## config.mk

```make
export PLATFORM = sky130hd
export DESIGN_NAME = dcache_controller
export DESIGN_NICKNAME = d
export VERILOG_FILES = /design/src/rtl/dcache_controller.sv
export SDC_FILE = /design/constraint.sdc
export NUM_CORES = 2
export LEC_CHECK = 0
export CAP_MARGIN = 5
export CORE_MARGIN = 2
export CORE_UTILIZATION = 45
export CTS_BUF_LIST = sky130_fd_sc_hd__clkbuf_8
export CTS_CLUSTER_DIAMETER = 150
export CTS_CLUSTER_SIZE = 28
export DETAILED_ROUTE_END_ITERATION = 8
export MAX_ROUTING_LAYER = met4
export PLACE_DENSITY = 0.66
export SLEW_MARGIN = 30
export SYNTH_ARGS = -nofsm -noshare
export SYNTH_HDL_FRONTEND = slang
export SYNTH_MEMORY_MAX_BITS = 65536
export SYNTH_SLANG_ARGS = --single-unit
export TNS_END_PERCENT = 30
```

## constraint.sdc

```tcl
create_clock -name clk_i -period 5.7 [get_ports clk_i]
set_clock_uncertainty 0.05 [all_clocks]
set_input_delay 1.14 -clock clk_i [delete_from_list [all_inputs] [get_ports clk_i]]
set_output_delay 1.14 -clock clk_i [all_outputs]
set_load 0.05 [all_outputs]
```

## src/rtl/dcache_controller.sv

```systemverilog
// Direct-mapped, write-back, write-allocate data cache between the MEM stage and a
// line-wide memory. Hits finish in the issuing cycle; misses freeze the pipeline.
//
// state     | meaning
// IDLE      | serve hits; a miss raises stall and picks WRITEBACK or ALLOCATE
// WRITEBACK | write the dirty victim line back to memory
// ALLOCATE  | fetch the requested line; the frozen request then hits in IDLE
module dcache_controller #(
    parameter int LINES      = 16,
    parameter int LINE_BYTES = 32,
    parameter int ADDR_W     = 32
) (
    input  logic                    clk_i,
    input  logic                    rst_i,
    input  logic                    cpu_req_i,
    input  logic                    cpu_we_i,
    input  logic [ADDR_W-1:0]       cpu_addr_i,
    input  logic [31:0]             cpu_data_i,
    output logic [31:0]             cpu_data_o,
    output logic                    cpu_stall_o,
    output logic                    mem_req_o,
    output logic                    mem_we_o,
    output logic [ADDR_W-1:0]       mem_addr_o,
    output logic [8*LINE_BYTES-1:0] mem_data_o,
    input  logic                    mem_ack_i,
    input  logic [8*LINE_BYTES-1:0] mem_data_i
);
    localparam int LINE_W   = 8 * LINE_BYTES;
    localparam int INDEX_W  = $clog2(LINES);
    localparam int OFFSET_W = $clog2(LINE_BYTES);
    localparam int TAG_W    = ADDR_W - INDEX_W - OFFSET_W;
    localparam int WSEL_W   = OFFSET_W - 2;

    typedef enum logic [1:0] {IDLE, WRITEBACK, ALLOCATE} state_t;

    state_t state;
    state_t state_next;

    logic [LINE_W-1:0]  data_arr [LINES];
    logic [TAG_W-1:0]   tag_arr  [LINES];
    logic [LINES-1:0]   valid;
    logic [LINES-1:0]   dirty;

    logic [INDEX_W-1:0] index;
    logic [TAG_W-1:0]   tag;
    logic [WSEL_W-1:0]  wsel;
    logic               hit;
    logic               store_hit;
    logic               fill;
    logic               unused_bits;

    assign index       = cpu_addr_i[OFFSET_W +: INDEX_W];
    assign tag         = cpu_addr_i[ADDR_W-1 -: TAG_W];
    assign wsel        = cpu_addr_i[OFFSET_W-1:2];
    assign unused_bits = ^cpu_addr_i[1:0];
    assign hit         = cpu_req_i & valid[index] & (tag_arr[index] == tag);

    always_ff @(posedge clk_i) begin
        if (rst_i) begin
            state <= IDLE;
        end else begin
            state <= state_next;
        end
    end

    always_ff @(posedge clk_i) begin
        if (rst_i) begin
            valid <= '0;
            dirty <= '0;
        end else if (fill) begin
            valid[index] <= 1'b1;
            dirty[index] <= 1'b0;
        end else if (store_hit) begin
            dirty[index] <= 1'b1;
        end
    end

    // Line storage carries no reset; only valid/dirty decide whether it is used.
    always_ff @(posedge clk_i) begin
        if (fill) begin
            data_arr[index] <= mem_data_i;
            tag_arr[index]  <= tag;
        end else if (store_hit) begin
            data_arr[index][{wsel, 5'b00000} +: 32] <= cpu_data_i;
        end
    end

    always_comb begin
        state_next  = state;
        cpu_stall_o = 1'b0;
        cpu_data_o  = '0;
        mem_req_o   = 1'b0;
        mem_we_o    = 1'b0;
        mem_addr_o  = '0;
        mem_data_o  = '0;
        store_hit   = 1'b0;
        fill        = 1'b0;
        case (state)
            IDLE: begin
                if (cpu_req_i) begin
                    if (hit) begin
                        if (cpu_we_i) begin
                            store_hit = 1'b1;
                        end else begin
                            cpu_data_o = data_arr[index][{wsel, 5'b00000} +: 32];
                        end
                    end else begin
                        cpu_stall_o = 1'b1;
                        state_next  = (valid[index] & dirty[index]) ? WRITEBACK : ALLOCATE;
                    end
                end
            end
            WRITEBACK: begin
                cpu_stall_o = 1'b1;
                mem_req_o   = 1'b1;
                mem_we_o    = 1'b1;
                mem_addr_o  = {tag_arr[index], index, {OFFSET_W{1'b0}}};
                mem_data_o  = data_arr[index];
                if (mem_ack_i) begin
                    state_next = ALLOCATE;
                end
            end
            ALLOCATE: begin
                cpu_stall_o = 1'b1;
                mem_req_o   = 1'b1;
                mem_addr_o  = {tag, index, {OFFSET_W{1'b0}}};
                if (mem_ack_i) begin
                    fill       = 1'b1;
                    state_next = IDLE;
                end
            end
            default: begin
                state_next = IDLE;
            end
        endcase
    end
endmodule

```

==> key figures <==
Outcome
  • Status: complete, but fails checks
  • Failing checks: setup timing

Synth
  • Most frequent cells after synthesis: edfxtp_1 (4464), mux4_2 (1426), nor2_1 (267)
  • Synth Area in Simple Gates: 0.0252
  • Register area share after synthesis: 0.755
  • Synth warn: 0
  • Share of the synthesized area in the top cell type: 0.751
  • Yosys cell types: 70
  • Most numerous cell in the Yosys netlist: edfxtp_1
  • Synth area leader: edfxtp_1
  • Predominant post-synthesis flop cell: edfxtp_1
  • Synth async-reset ratio: 0
  • Synth Area in Compound Gates: 0.00749
  • Syn Inst Count: about 8000
  • Synth Area in Adders: 0.000631
  • EDFF count, synth: 4464
  • Synth Cell Area: 0.178 sq mm
  • Area contributors post-synth: edfxtp_1 (75%), mux4_2 (18%), mux2_2 (1.2%), and2_1 (0.93%), nor2_1 (0.56%)
  • Mean area per synthesized cell: between 20 and 25 sq um
  • Multiplexer share of the synthesized area: 0.198
  • Yosys reg bits: 4498
  • Combinational family with the most area after synthesis: multiplexers
  • XOR/XNOR share of the synthesized area: 0.00103

Setup path
  • Crit start category: input port
  • WS Path Type: in -> out
  • Crit-path max cell delay: slightly below 0.5 ns
  • FF-to-FF setup slack: ~0.96 ns
  • Cells on worst reg2reg path: 15
  • Worst Setup End Kind: primary output
  • Most Frequent Cell on Critical Path: buf_12
  • RR Startpoint: tag_arr[6][17]
  • Worst EP required: approximately 4.5 ns
  • Worst path slowest cell: mux4_2
  • Crit. Startpoint: cpu_addr_i[5]
  • Critical path data arrival time: ~4.6 ns
  • Worst reg2reg endpoint: data_arr[4][56]
  • CP Cell Sequence: buf_16 -> buf_12 -> buf_4 -> mux4_2 -> mux2i_1 -> xor2_1 -> nand4_1 -> o41ai_2 -> nand2_1 -> nor3_4 -> nand3b_1 -> buf_12 -> buf_16 -> a21oi_4 -> buf_6 -> buf_12
  • Crit path buffers/inverters: 7
  • Cell family with most CP delay: buffers and inverters
  • Critical-path maximum fanout: 18

Hold path
  • Hold Path Class: in -> reg
  • Worst hold start: rst_i
  • Worst hold path depth: 2
  • Worst-case hold path end point: valid[10]

Timing
  • Slew @ Worst Pin: approximately 1.2 ns
  • Final Setup Violations: 18
  • Setup_tns: -0.779 ns
  • Final worst setup slack: -0.127 ns
  • Post-layout min period: 5.83 ns
  • Slew Limit Fails: 0
  • Fin. Hold Viols: 0
  • Peak Freq: 0.172 GHz
  • Unrepaired setup endpoints after global routing: true
  • Final period util: 1.02
  • Worst slew margin: 0.217

Route
  • Drt first pass iters: 7
  • Vias after detailed routing: a little over 90000
  • Vias per inst: 6.30
  • Drt initial violations: between 10000 and 15000
  • Remaining DRCs: 0
  • Drt wl/cell: approximately 39 microns
  • Final WL: 577 mm
  • Final ANT Viol Nets: 0

Final layout
  • Fin util: 0.521
  • Share of cells above drive strength 1: 0.364
  • Area of the multi-input gates: about 0.043 sq mm
  • Area growth from synthesis to layout: 15.5%
  • Reg area: ~0.13 sq mm
  • Layout Nets: between 9000 and 10000
  • # fillers: approximately 30000

Clocking
  • Maximum clock path buffer count: 4
  • Sink Count: 4498
  • H-tree levels: 4
  • Worst-Skew Late Latency: between 1 and 1.5 ns
  • Root buffer cell: clkbuf_8
  • Cts bufs inserted: 183
  • CTS tree: yes
  • Clock slew at the register clock pins of the worst setup and hold paths: approximately 0.15 ns
  • # hold bufs at CTS: 0

Power
  • Leakage: roughly 64 nW
  • Internal Pwr Total: about 0.042 W
  • Net Sw Frac: 0.240
  • PwrDens: 267 mW/mm^2
  • Gate power share: 0.112
  • P_sw: between 0.01 and 0.015 W
  • Peak supply drop: ~200 uV
  • Clock power frac: 0.225
  • Share of power burned in registers: 0.663
  • Post-route total power: 0.0551 W

GRT
  • Largest net degree at the start of global routing: 113
  • GRT overflow: 0
  • Number of global-route vias before repair: approximately 89000
  • Overall Global Routing Usage: 0.294
  • Initial antenna violation count: slightly above 100
  • First-pass GRT wire length: approximately 770 mm

Floorplan
  • Die Width: approximately 630 microns
  • Die Area: 0.402 sq mm
  • Initial Utilization: 0.451
  • FP Rows: between 200 and 250
  • Number of I/O pins: ~650
  • Die H: between 600 and 700 microns
  • Core area: roughly 0.40 sq mm

Place
  • I/O Buffers: 640
  • Final HPWL DP: a little over 400 mm
  • Gpl congestion: about 0.97

Run
  • Max-Cap Viols: 0
-- layout by cell type (no fill, tap or decap), drive strengths merged, types with 12 or more instances in the layout --
cell type         n
nand2b           39
nor3             31
edfxtp         4464
dfxtp            34
a21oi            44
and2            268
xnor2            12
buf            1329
a31oi            12
mux4           1426
o21ai            68
inv              36
mux2i            76
diode           124
mux2            216
a22oi            26
nor2            299
nand3            28
clkdlybuf4s50   341
nand2           196
clkbuf          188
-- final cells by class --
class                   count  area share
inverters                  17    0.000322
repair buffers           1670      0.0910
well taps                5242      0.0318
flip-flops and latches   4498       0.654
multi-input cells        2869       0.208
clock inverters            28    0.000838
diodes                    124     0.00151
clock buffers             188      0.0126
-- worst max-delay path by stage --
stage,to,slack (ns),cells after the start
3_5_place_dp,cpu_data_o[5],-0.35,14
3_3_place_gp,cpu_data_o[5],-0.43,14
4_1_cts,cpu_data_o[5],-0.16,14
6_report,cpu_data_o[5],-0.13,16
5_1_grt,cpu_data_o[5],-0.25,14
2_1_floorplan,data_arr[13][224],-0.16,17
-- logic make-up after synthesis --
family,count (synthesis)
xor gates and xnor gates,21
muxes,1718
and+or+nand+nor,907
buffers and inverters,492
DFF,4498
AOI/OAI and AO/OA,209
adders and majority gates,9
other,1
-- state kept, by name (all words and copies together) (netlist names), named ones only --
register	count
data_arr	4096
tag_arr	368
valid	16
state	2
-- worst register-to-register path, delay by kind of cell, from the launching register on --
family                    cells  cell delay, ns
and+or+nand+nor               5            1.78
DFF                           1            0.41
buffers and inverters         6            1.11
xor gates and xnor gates      1            0.15
AOI/OAI and AO/OA             1            0.19
muxes                         2            0.72
-- routing by layer --
metal	global-route usage	share of wire	up-vias	wire length, microns
met5	-	0	-	0
met4	0.205	0.085	0	49100
met3	0.0595	0.099	1027	57000
met2	0.443	0.47	5590	272000
met1	0.358	0.35	50000	199000
li1	-	-	35700	-
-- power by group through the flow --
| stage | Combinational [W] | Sequential, W | Clock [W] |
|---|---|---|---|
| CTS | 0.00609 | 0.0365 | 0.0125 |
| global route | 0.00624 | 0.0366 | 0.0135 |
| detailed placement | 0.00606 | 0.0373 | 0 |
| global placement | 0.00597 | 0.0373 | 0 |
| finish | 0.00617 | 0.0365 | 0.0124 |
| floorplan | 0.00277 | 0.0373 | 0 |
-- through the flow --
step / area [sq um] / setup slack, ns / cells / hold WS (ns)
4_1_cts: 206000 / -0.161 / 14500 / 0.330
2_1_floorplan: 178000 / -0.155 / 7859 / 0.407
3_5_place_dp: 202000 / -0.354 / 14300 / 0.444
5_1_grt: 206000 / -0.253 / 14600 / 0.398
3_3_place_gp: 202000 / -0.426 / 14300 / 0.432
6_report: 206000 / -0.127 / 14600 / 0.439
-- repair_timing --
item | 4_1_cts | 5_1_grt
pin swaps | 4 | 0
hold endpoints to repair | 0 | 0
setup buffers | 3 | 0
gates resized for setup | 88 | 20
endpoints found under the setup margin | 32 | 33
cloned | 2 | 0
Power figures use the tool's default switching activity.
